File: config.mk
export PLATFORM = sky130hd
export DESIGN_NAME = crossbar_out_arbiter
export DESIGN_NICKNAME = d
export VERILOG_FILES = /design/src/rtl/crossbar_out_arbiter.sv
export SDC_FILE = /design/constraint.sdc
export NUM_CORES = 1
export LEC_CHECK = 0
export ABC_CLOCK_PERIOD_IN_PS = 5600
export CAP_MARGIN = 25
export CORE_AREA = 5 5 275 277
export DETAILED_ROUTE_END_ITERATION = 8
export DIE_AREA = 0 0 280 282
export PLACE_DENSITY = 0.4
export SYNTH_ARGS = -nofsm -noshare
export SYNTH_HDL_FRONTEND = slang
export SYNTH_SLANG_ARGS = --single-unit
File: constraint.sdc
create_clock -name i_clk -period 5.6 [get_ports i_clk]
set_input_delay 1.68 -clock i_clk [delete_from_list [all_inputs] [get_ports i_clk]]
set_output_delay 1.68 -clock i_clk [all_outputs]
set_load 0.05 [all_outputs]
File: src/rtl/crossbar_out_arbiter.sv
// Per-output-port scheduler: round-robin grant among crossbar points, AXI-Stream mux of the
// grantee onto the output link, release on last beat or on a start timeout.
module crossbar_out_arbiter #(
  parameter int unsigned P_NUM_SRC = 8,
  parameter logic [15:0] P_TIMEOUT = 16'd255,
  parameter int unsigned P_SEL_W   = 3
) (
  input  logic                     i_clk,
  input  logic                     i_rst_n,
  input  logic [P_NUM_SRC-1:0]     i_trans_req,
  output logic [P_NUM_SRC-1:0]     o_trans_grant,
  input  logic [P_NUM_SRC-1:0]     s_axis_tvalid,
  input  logic [64*P_NUM_SRC-1:0]  s_axis_tdata,
  input  logic [P_NUM_SRC-1:0]     s_axis_tlast,
  input  logic [8*P_NUM_SRC-1:0]   s_axis_tkeep,
  output logic [P_NUM_SRC-1:0]     s_axis_tready,
  output logic                     m_axis_tvalid,
  output logic [63:0]              m_axis_tdata,
  output logic                     m_axis_tlast,
  output logic [7:0]               m_axis_tkeep,
  output logic                     m_axis_tuser,
  input  logic                     m_axis_tready,
  output logic [P_SEL_W-1:0]       o_sel,
  output logic                     o_busy,
  output logic [15:0]              o_timeout_cnt
);

  typedef enum logic [1:0] {
    IDLE    = 2'd0,
    GRANT   = 2'd1,
    BUSY    = 2'd2,
    RELEASE = 2'd3
  } state_t;

  localparam logic [P_NUM_SRC-1:0] L_ONE = {{(P_NUM_SRC-1){1'b0}}, 1'b1};

  state_t              state;
  logic [P_SEL_W-1:0]  r_last;
  logic [15:0]         r_wait_cnt;

  logic                any_req;
  logic [P_SEL_W-1:0]  next_sel;
  logic [P_SEL_W-1:0]  scan_idx;
  logic                hs;
  logic                sel_tlast;
  logic                active;

  logic [63:0]         src_data [P_NUM_SRC];
  logic [7:0]          src_keep [P_NUM_SRC];

  for (genvar g = 0; g < P_NUM_SRC; g++) begin : g_unpack
    assign src_data[g] = s_axis_tdata[64*g +: 64];
    assign src_keep[g] = s_axis_tkeep[8*g +: 8];
  end

  // Round-robin pick: first requester at or after r_last+1, wrapping.
  always_comb begin
    any_req  = 1'b0;
    next_sel = '0;
    scan_idx = '0;
    for (int unsigned i = 0; i < P_NUM_SRC; i++) begin
      scan_idx = P_SEL_W'((32'(r_last) + 32'd1 + 32'(i)) % P_NUM_SRC);
      if (!any_req && i_trans_req[scan_idx]) begin
        any_req  = 1'b1;
        next_sel = scan_idx;
      end
    end
  end

  assign active    = (state == GRANT) || (state == BUSY);
  assign hs        = s_axis_tvalid[o_sel] & m_axis_tready;
  assign sel_tlast = s_axis_tlast[o_sel];

  always_comb begin
    m_axis_tvalid = 1'b0;
    m_axis_tdata  = '0;
    m_axis_tlast  = 1'b0;
    m_axis_tkeep  = '1;
    s_axis_tready = '0;
    if (active) begin
      m_axis_tvalid        = s_axis_tvalid[o_sel];
      m_axis_tdata         = src_data[o_sel];
      m_axis_tlast         = s_axis_tlast[o_sel];
      m_axis_tkeep         = src_keep[o_sel];
      s_axis_tready[o_sel] = m_axis_tready;
    end
  end

  assign m_axis_tuser = 1'b0;

  always_ff @(posedge i_clk or negedge i_rst_n) begin
    if (!i_rst_n) begin
      state         <= IDLE;
      o_trans_grant <= '0;
      o_sel         <= '0;
      r_last        <= P_SEL_W'(P_NUM_SRC - 1);
      o_busy        <= 1'b0;
      o_timeout_cnt <= '0;
      r_wait_cnt    <= '0;
    end else begin
      case (state)
        IDLE: begin
          if (any_req) begin
            o_sel         <= next_sel;
            o_trans_grant <= L_ONE << next_sel;
            r_wait_cnt    <= '0;
            o_busy        <= 1'b1;
            state         <= GRANT;
          end
        end
        GRANT: begin
          if (hs) begin
            if (sel_tlast) begin
              o_trans_grant <= '0;
              o_busy        <= 1'b0;
              state         <= RELEASE;
            end else begin
              state <= BUSY;
            end
          end else if (r_wait_cnt == P_TIMEOUT - 16'd1) begin
            o_trans_grant <= '0;
            o_busy        <= 1'b0;
            if (o_timeout_cnt != 16'hffff) o_timeout_cnt <= o_timeout_cnt + 16'd1;
            state         <= RELEASE;
          end else begin
            r_wait_cnt <= r_wait_cnt + 16'd1;
          end
        end
        BUSY: begin
          if (hs && sel_tlast) begin
            o_trans_grant <= '0;
            o_busy        <= 1'b0;
            state         <= RELEASE;
          end
        end
        RELEASE: begin
          r_last <= o_sel;
          state  <= IDLE;
        end
        default: state <= IDLE;
      endcase
    end
  end

endmodule
# Yosys cells after proc, flatten, opt, wreduce, memory -nomap -nowiden
# Index checks and enable logic that the tools add are counted.
[word_totals]
regBits = 49
n_memories = 0
out_inout_bits = 111
input_bits = 603
latchBits = 0
mem_bits_rw = 0
mem_bits_ro = 0
[classes]
n_mux = 71
multipliers = 0
addsub = 10
div = 0
magnitude_cmp = 11
bitwise_logic = 4
n_eq_ne = 11
reduce_logical = 25
shift = 1
[op_table]
columns = ["op", "count"]
rows = [
  ["binary-select mux 64 bit (select 3 bit)", 1],
  ["two-way mux 64 bit", 3],
  ["two-way mux 8 bit", 9],
  ["two-way mux 16 bit", 3],
  ["less-than comparator 3 x 4 -> 1 bit (second input constant)", 9],
  ["adder 16 x 1 -> 16 bit (second input constant)", 2],
  ["one-hot mux 16 bit (2 select lines)", 1],
  ["binary-select mux 1 bit (select 3 bit)", 10],
  ["two-way mux 1 bit", 27],
  ["binary-select mux 8 bit (select 3 bit)", 1],
  ["two-way mux 3 bit", 8],
  ["one-hot mux 8 bit (3 select lines)", 1],
  ["== test 16 x 8 -> 1 bit (second input constant)", 1],
  ["inequality test 16 bit (second input constant)", 1],
  ["adder 3 bit (second input constant)", 4],
  ["logical AND 1 bit", 9],
  ["AND 8 bit", 1],
  ["two-way mux 2 bit", 4],
  ["one-hot mux 2 bit (4 select lines)", 1],
  ["AND reduction 4 bit", 2],
  ["<< shifter 1 x 3 -> 8 bit (first input constant)", 1],
  ["zero test 1 bit", 7],
  ["adder 3 x 1 -> 3 bit (second input constant)", 2],
  ["adder 3 x 2 -> 3 bit (second input constant)", 2],
  ["20 further kinds", 23],
]

# Depth between registers and ports, before layout
[logic_depth]
word_depth = 28
depth_mapped = 13
depth_no_buf = 9

# Worst setup path after synthesis
# Ideal clock, no wire load.
[synth_timing]
path_kind = "reg2out"
startpoint = "reg o_sel[1]"
endpoint = "out m_axis_tdata[48]"
path_buffers = 4
arrival_time_ns = 3.078
path_stages_with_launch = 7
setup_slack_ns = 0.842
required_ns = 3.920
cell_sequence = "dfrtp_1 -> buf_2 -> clkbuf_1 -> clkbuf_1 -> buf_1 -> mux2i_1 -> nor2_1"
[synth_via]
elab_chain_len = 5
[synth_lines]
columns = ["item", "line", "rtl"]
rows = [
  ["start: declaration", "23", "output logic [P_SEL_W-1:0] o_sel,"],
  ["start signal: assignment", "104", "o_sel <= next_sel;"],
  ["NOT 3 -> 4 bit (implied by the code)", "82", "m_axis_tdata = src_data[o_sel];"],
  ["binary-select mux 64 bit (select 3 bit)", "82", ""],
  ["two-way mux 64 bit (implied by the code) (2 in a row)", "82", ""],
  ["two-way mux 64 bit", "80", "if (active) begin"],
  ["end: declaration", "18", "output logic [63:0] m_axis_tdata,"],
]
# Every way passes these cells. The select of a mux whose other input is x is not followed.

# Worst setup path after layout
[layout_timing]
startpoint = "in s_axis_tdata[480]"
endpoint = "out m_axis_tdata[32]"
[layout_via]
elab_chain_len = 4
[layout_lines]
columns = ["item", "line", "rtl"]
rows = [
  ["start: declaration", "13", "input logic [64*P_NUM_SRC-1:0] s_axis_tdata,"],
  ["binary-select mux 64 bit (select 3 bit)", "82", ""],
  ["two-way mux 64 bit (implied by the code) (2 in a row)", "82", ""],
  ["two-way mux 64 bit", "80", ""],
]
# Every way passes these cells. The select of a mux whose other input is x is not followed.

==> results.txt <==
outcome -> finished clean
DP HPWL -> 66550 microns
WL final -> 74950 microns
mux cell area share after synthesis -> 56.56%
Cells after Synth -> 685
Peak VDD IR -> 379.5 uV
Synth Area in Compound Gates -> 7.100%
Post-CTS Setup Bufs -> 0
worst skew pair latency -> 0.30 ns
Worst Setup End Kind -> output port
GRT Util Overall -> 17.96%
RD Place Congestion -> 0.9475
routed vias/inst -> 4.180
combinational family with the most area after synthesis -> multiplexers
clock slew at reported path FFs -> 0.06 ns
Synth area leader -> mux4_2
Non-Filler Instances -> 2356
Sink Count -> 49
sequential area share after synthesis -> 15.54%
layout cells sized above 1 -> 18.61%
num rows -> 99
pin count of the biggest net entering global routing -> 50
M2 GR Usage -> 30.56%
required time worst endpoint -> 3.92 ns
drt first-iter violations -> 675
Vias -> 9849
crit path max fanout -> 1
Leak -> 5.955 nW
Simple-Gate Fraction of Synth Area -> 12.81%
clock tree buffer depth -> 2
Synth area leaders -> mux4_2 (45%), dfrtp_1 (15%), mux2i_1 (9.7%), nor2_1 (4.4%), nand2_1 (1.9%)
critical path launch point type -> input pin
most frequent CP cell -> clkdlybuf4s50_1
Final Max Slew Viols -> 0
grt met1 use -> 19.06%
Synth Cell Area -> 0.007913 sq mm
RSZ-0062 raised after global routing -> false
family with the most delay on the worst path -> buffers and inverters
H-Tree Depth -> 2
Finish-stage setup viols -> 0
max-cap violations -> 0
Total Neg Setup Slack -> 0 ns
number of hold buffers added after cts -> 0
DR WL/cell -> 31.81 microns
Post-synth EDFFs -> 0
min cycle time layout -> 5.495 ns
I/O pin total -> 714
CP cell instances -> clkdlybuf4s50_1 > mux4_2 > mux2i_1 > nor2_1 > clkdlybuf4s50_1
first-pass GRT wire length -> 97160 microns
die height -> 282 microns
Adder-Cell Fraction of Synth Area -> 1.423%
Core Area -> 0.07259 sq mm
Mapped Nets -> 1297
Crit Path Category -> in -> out
Post-synth top flop -> dfrtp_1
Slew HR -> 35.28%
fmax -> 182.0 MHz
post-route DRC violation count -> 0
flops & latches, synth -> 49
Yosys cell types -> 64
initial core utilization -> 10.90%
Pre-antenna DRT Iters -> 4
final hold vios -> 0
Crit-path slowest cell -> clkdlybuf4s50_1
die area -> 0.07896 sq mm
gr busiest metal -> met2
CTS root buf -> clkbuf_16
Synthesis Warnings -> 0
GRT overflow -> 0
CTS tree -> done
CP arrival -> 3.82 ns
area grow syn2layout -> 107.6%
Final ANT Viol Nets -> 0
vias in the first global route -> 10460
Post-layout nets -> 1976
share of the synthesized area in the top cell type -> 44.69%
Final Cycle Share -> 98.13%
initial antenna violation count -> 84
asr flop ratio synth -> 100.0%
port bufs -> 712
CP bufs+invs -> 2
Design Area, Final -> 0.01643 sq mm
Mean Syn Cell Area -> 11.55 sq um
slowest stage delay, CP -> 0.73 ns
post-cts resize count -> 0
clock skew -> 0.01496 ns
Worst-Margin Slew -> 0.9709 ns
Pwr Density -> 554.2 mW/mm^2
Die Wd -> 280 microns
Placed Instance Area -> 0.01620 sq mm
CTS Buf Count -> 5
Synth Area in XOR/XNOR -> 2.688%
DP Cell Count -> 2316
met3 usage -> 8.835%
hold crit path type -> reg -> reg
-- stage by stage --
stage | total power (W) | hold slack [ns] | setup WS (ns) | utilization (%)
6_report | 0.009104 | 0.4889 | 0.1046 | 22.63
2_1_floorplan | 0.005914 | 0.4509 | 0.8417 | -
3_5_place_dp | 0.008931 | 0.4856 | 0.1056 | 22.31
5_1_grt | 0.009679 | 0.5136 | 0.08718 | 22.58
3_3_place_gp | 0.008929 | 0.4722 | 0.09307 | 22.31
4_1_cts | 0.009291 | 0.5004 | 0.1034 | 22.52
-- final cells by class --
type | count | area (sq um)
diodes | 32 | 80.08
clock buffers | 5 | 125.1
clock inverters | 3 | 25.02
fillers | 7877 | 56160
inverters | 10 | 40.04
multi-input cells | 563 | 6380
flip-flops and latches | 49 | 1241
well taps | 959 | 1200
repair buffers | 735 | 7335
-- where the power goes --
| group | internal (W) | total, W | switching [W] | leakage (nW) |
|---|---|---|---|---|
| clock | 0.000169 | 0.000315 | 0.000146 | 0.0710 |
| sequential | 0.000423 | 0.000772 | 0.000349 | 0.655 |
| combinational | 0.00325 | 0.00802 | 0.00477 | 5.23 |
-- cells in the final DEF, fill, tap and decap left out, drive strengths merged, types with 12 or more instances in the layout --
cell | Yosys | routed
buf | 33 | 58
clkdlybuf4s50 | 0 | 677
dfrtp | 46 | 46
diode | 0 | 32
inv | 10 | 12
mux2i | 77 | 77
mux4 | 159 | 159
nand2 | 40 | 40
nand3 | 21 | 21
nor2 | 92 | 92
o21ai | 23 | 23
xnor2 | 12 | 12
-- cells by family after synthesis --
family	count (synthesis)
adder cells (fa/ha/maj)	9
multiplexers	246
other	1
buffers and inverters	73
AND/OR/NAND/NOR	209
XOR/XNOR	20
AO/OA/AOI/OAI	78
flip-flops	49
-- sequential cells by signal (all words and copies together), names as in the netlist --
register / count
r_wait_cnt: 16
state: 2
r_last: 3
o_trans_grant: 8
o_timeout_cnt: 16
o_busy: 1
o_sel: 3
-- tightest hold or removal path, cell delays in order, from the launching register on --
cell and delay [ns]:
dfrtp_1 0.35, nand2_1 0.05, o21ai_0 0.06
-- path summary, 6_finish.rpt --
| kind | endpoint | slack [ns] | cells past startpoint | start |
|---|---|---|---|---|
| hold / removal | o_busy | 0.49 | 2 | o_busy |
| setup / recovery | m_axis_tdata[32] | 0.10 | 5 | s_axis_tdata[480] |
| min in group asynchronous | o_timeout_cnt[11] | 1.38 | 1 | i_rst_n |
| hold reg to reg | o_busy | 0.49 | 2 | o_busy |
| setup reg to reg | r_wait_cnt[7] | 1.13 | 9 | r_last[0] |
| max in group asynchronous | r_last[2] | 3.38 | 2 | i_rst_n |
-- layer usage --
layer  up-vias  part of all wire [%]
met5         -                  0.42
met4        46                   3.7
met3       133                    12
met2       549                    50
met1      4926                    35
li1       4195                     -
-- synth_stat cells, drive strengths merged (3+ instances only) --
cell / n
buf: 33
a21bo: 4
mux4: 159
inv: 10
o31ai: 9
ha: 9
xnor2: 12
and2: 6
nor3: 10
or2: 4
nand3: 21
clkbuf: 30
or3: 3
a31oi: 4
nand2b: 3
dfstp: 3
and4: 3
a32o: 8
mux2i: 77
nand4: 9
nor4: 7
a41oi: 3
dfrtp: 46
a211oi: 3
xor2: 6
mux2: 10
nand2: 40
o41ai: 3
nor2: 92
o21ai: 23
a21oi: 8
Power figures use the tool's default switching activity.
==> RTL edit (config.mk and constraints unchanged) <==
The 4 states of `state_t` get a one-hot encoding in 4 bits.
--- a/src/rtl/crossbar_out_arbiter.sv
+++ b/src/rtl/crossbar_out_arbiter.sv
@@ -26,9 +26,9 @@
 );
 
-  typedef enum logic [1:0] {
-    IDLE    = 2'd0,
-    GRANT   = 2'd1,
-    BUSY    = 2'd2,
-    RELEASE = 2'd3
+  typedef enum logic [3:0] {
+    IDLE    = 4'b0001,
+    GRANT   = 4'b0010,
+    BUSY    = 4'b0100,
+    RELEASE = 4'b1000
   } state_t;
 
Function: no difference found for any inputs over 4 cycles, from zero or initial values and one cycle with i_rst_n low; so few cycles prove little.
==> RTL edit against the original RTL <==
Synthesized area rose by 5.3%; design area rose by 1.9%; sequential cell count rose by 2; total power fell by 19%; count of clock-buffer cells in the layout rose by 1; worst setup slack got worse by 0.016 ns; combinational power fell by 19%; first-iteration DRC count fell by 27%; wire length fell by 15%; critical path type unchanged; highest routed layer unchanged.
==> RTL edit: results (changes against the original RTL) <==
run_status:
  outcome: "completed"  # unchanged
grt:
  gr-usage-met3: 0.0435  # was 0.0883
  grtUsageMet1: 0.175  # was 0.191
  grt_usage: 0.148  # was 0.180
  grt_max_degree: 86  # was 50
  met2_usage: 0.258  # was 0.306
  antenna_found_initial: 19  # was 84
  grt_pass1_wl_um: 87700  # was 97200 um
power_and_ir_drop:
  p_leak_nw: 6.08  # was 5.95 nW
  irDropWorstVdd_mv: 0.240  # was 0.379 mV
worst_setup_path:
  ff2ff_path_depth: 10  # was 9
  r2r_start: "r_last[0]"  # unchanged
  critPathSlowestCell: "clkdlybuf4s50_1"  # unchanged
  slowest_delay_ns: 0.74
  cp_top_family: "buffers and inverters"  # unchanged
  worst-path-max-fanout: 1  # unchanged
  reg2reg_slack_ns: 1.31  # was 1.13 ns
  r2r-end: "o_trans_grant[5]"  # was r_wait_cnt[7]
synth:
  synth_area_leaders: "mux2_2 15%, dfrtp_1 14%, a22oi_1 8.0%"  # was mux4_2 45%, dfrtp_1 15%, mux2i_1 9.7%
  ys_types: 62  # was 64
  synth_common_cells: "153 x nor2_1, 114 x mux2_2, 92 x nand2_1"  # was 157 x mux4_2, 92 x nor2_1, 77 x mux2i_1
  synthesis.nets: 1702  # was 1297
  ys.warnings.count: 0  # unchanged
  avgSynthCellArea_sq_um: 7.62  # was 11.6 sq um
  ys.flop_type: "dfrtp_1"  # unchanged
  synthArstFlopShare: 1.00  # unchanged
  ys_seq_area_frac: 0.154  # was 0.155
place:
  place_hpwl_um: 52300  # was 66500 um
  portBuffers: 712  # unchanged
  pre_cts_slack_ns: 0.121  # was 0.106 ns
  place_area_sq_um: 16600  # was 16200 sq um
  place_inst: 2696  # was 2316
  gp_congestion: 0.954  # was 0.948
clocking:
  clockBufferDepth: 2  # unchanged
  postCtsSetupBuffers: 0  # unchanged
  cts_root_buffer: "clkbuf_16"  # unchanged
  cts_max_level: 2  # unchanged
  cts_made_buffers: 5  # unchanged
  cts_resized: 0  # unchanged
timing:
  worst_hold_slack_ns: 0.496  # was 0.489 ns
  tightest_slew_ns: 0.930  # was 0.971 ns
  clock_skew_ns: 0.00568  # was 0.0150 ns
worst_hold_path:
  worstHoldStart: "o_busy"  # unchanged
  min_path_cells: 1  # was 2
  hold_class: "flop to flop"  # unchanged
  min_to: "o_busy"  # unchanged
routing:
  wl_met1_um: 25500  # was 26000 um
  vias: 11597  # was 9849
  wl_met3_um: 5160  # was 8620 um
  wl_met2_um: 31700  # was 37200 um
  first_iter_violations: 491  # was 675
  first_pass_iters: 5  # was 4
  post-route-drc-count: 0  # unchanged
  maxUsedRoutingLayer: "met5"  # unchanged
  wl_um: 64100  # was 75000 um
  routedWlPerCell_um: 23.5  # was 31.8 um
cells_and_area:
  fin_nets: 2352  # was 1976
  reg_top3: "o_timeout_cnt x16, r_wait_cnt x16, o_trans_grant x8"  # unchanged
  nFillCells: 8015  # was 7877
  drive_gt1_frac: 0.140  # was 0.186
RTL edit: cell types whose count changed in the layout (fill, tap and decap cells not counted), moves of 19 or more:
cell / unedited run / this run
a22o_1: 1 / 27
buf_4: 47 / 77
nand2_1: 39 / 92
mux4_2: 157 / 11
mux2_2: 9 / 114
a22oi_1: 2 / 89
o21ai_0: 8 / 54
o211ai_1: 0 / 19
nor2_1: 92 / 149
mux2i_1: 77 / 56
a221oi_1: 0 / 61
a21oi_1: 7 / 74
RTL edit: cell type report:
cell class	count	area, sq um	share of cell area
Sequential cell	51	1290	0.0772
Clock inverter	2	12.5	0.000748
Timing Repair Buffer	749	7400	0.442
Clock buffer	6	129	0.00770
Inverter	11	42.5	0.00254
Tap cell	959	1200	0.0717
Multi-Input combinational cell	926	6620	0.395
Antenna cell	16	40.0	0.00239
RTL edit: how the worst max path moves through the flow:
stage | from | to | slack [ns]
4_1_cts | s_axis_tdata[226] | m_axis_tdata[34] | 0.11
3_5_place_dp | s_axis_tdata[226] | m_axis_tdata[34] | 0.12
2_1_floorplan | o_sel[1] | s_axis_tready[2] | 0.45
5_1_grt | s_axis_tdata[98] | m_axis_tdata[34] | 0.05
3_3_place_gp | s_axis_tdata[98] | m_axis_tdata[34] | 0.1
6_report | s_axis_tdata[226] | m_axis_tdata[34] | 0.09
RTL edit: logic make-up after synthesis:
family                     count (synthesis)  synth area share
DFF                                       51             0.154
buffers and inverters                    117            0.0552
and+or+nand+nor                          332             0.176
AOI/OAI and AO/OA                        373             0.317
muxes                                    181             0.251
xor gates and xnor gates                  34            0.0390
adders and majority gates                  5           0.00751
other                                      1          0.000450
RTL edit: where the power goes:
part | internal, mW | switching (mW)
registers | 0.444 | 0.156
logic | 2.50 | 3.98
clock network | 0.165 | 0.141
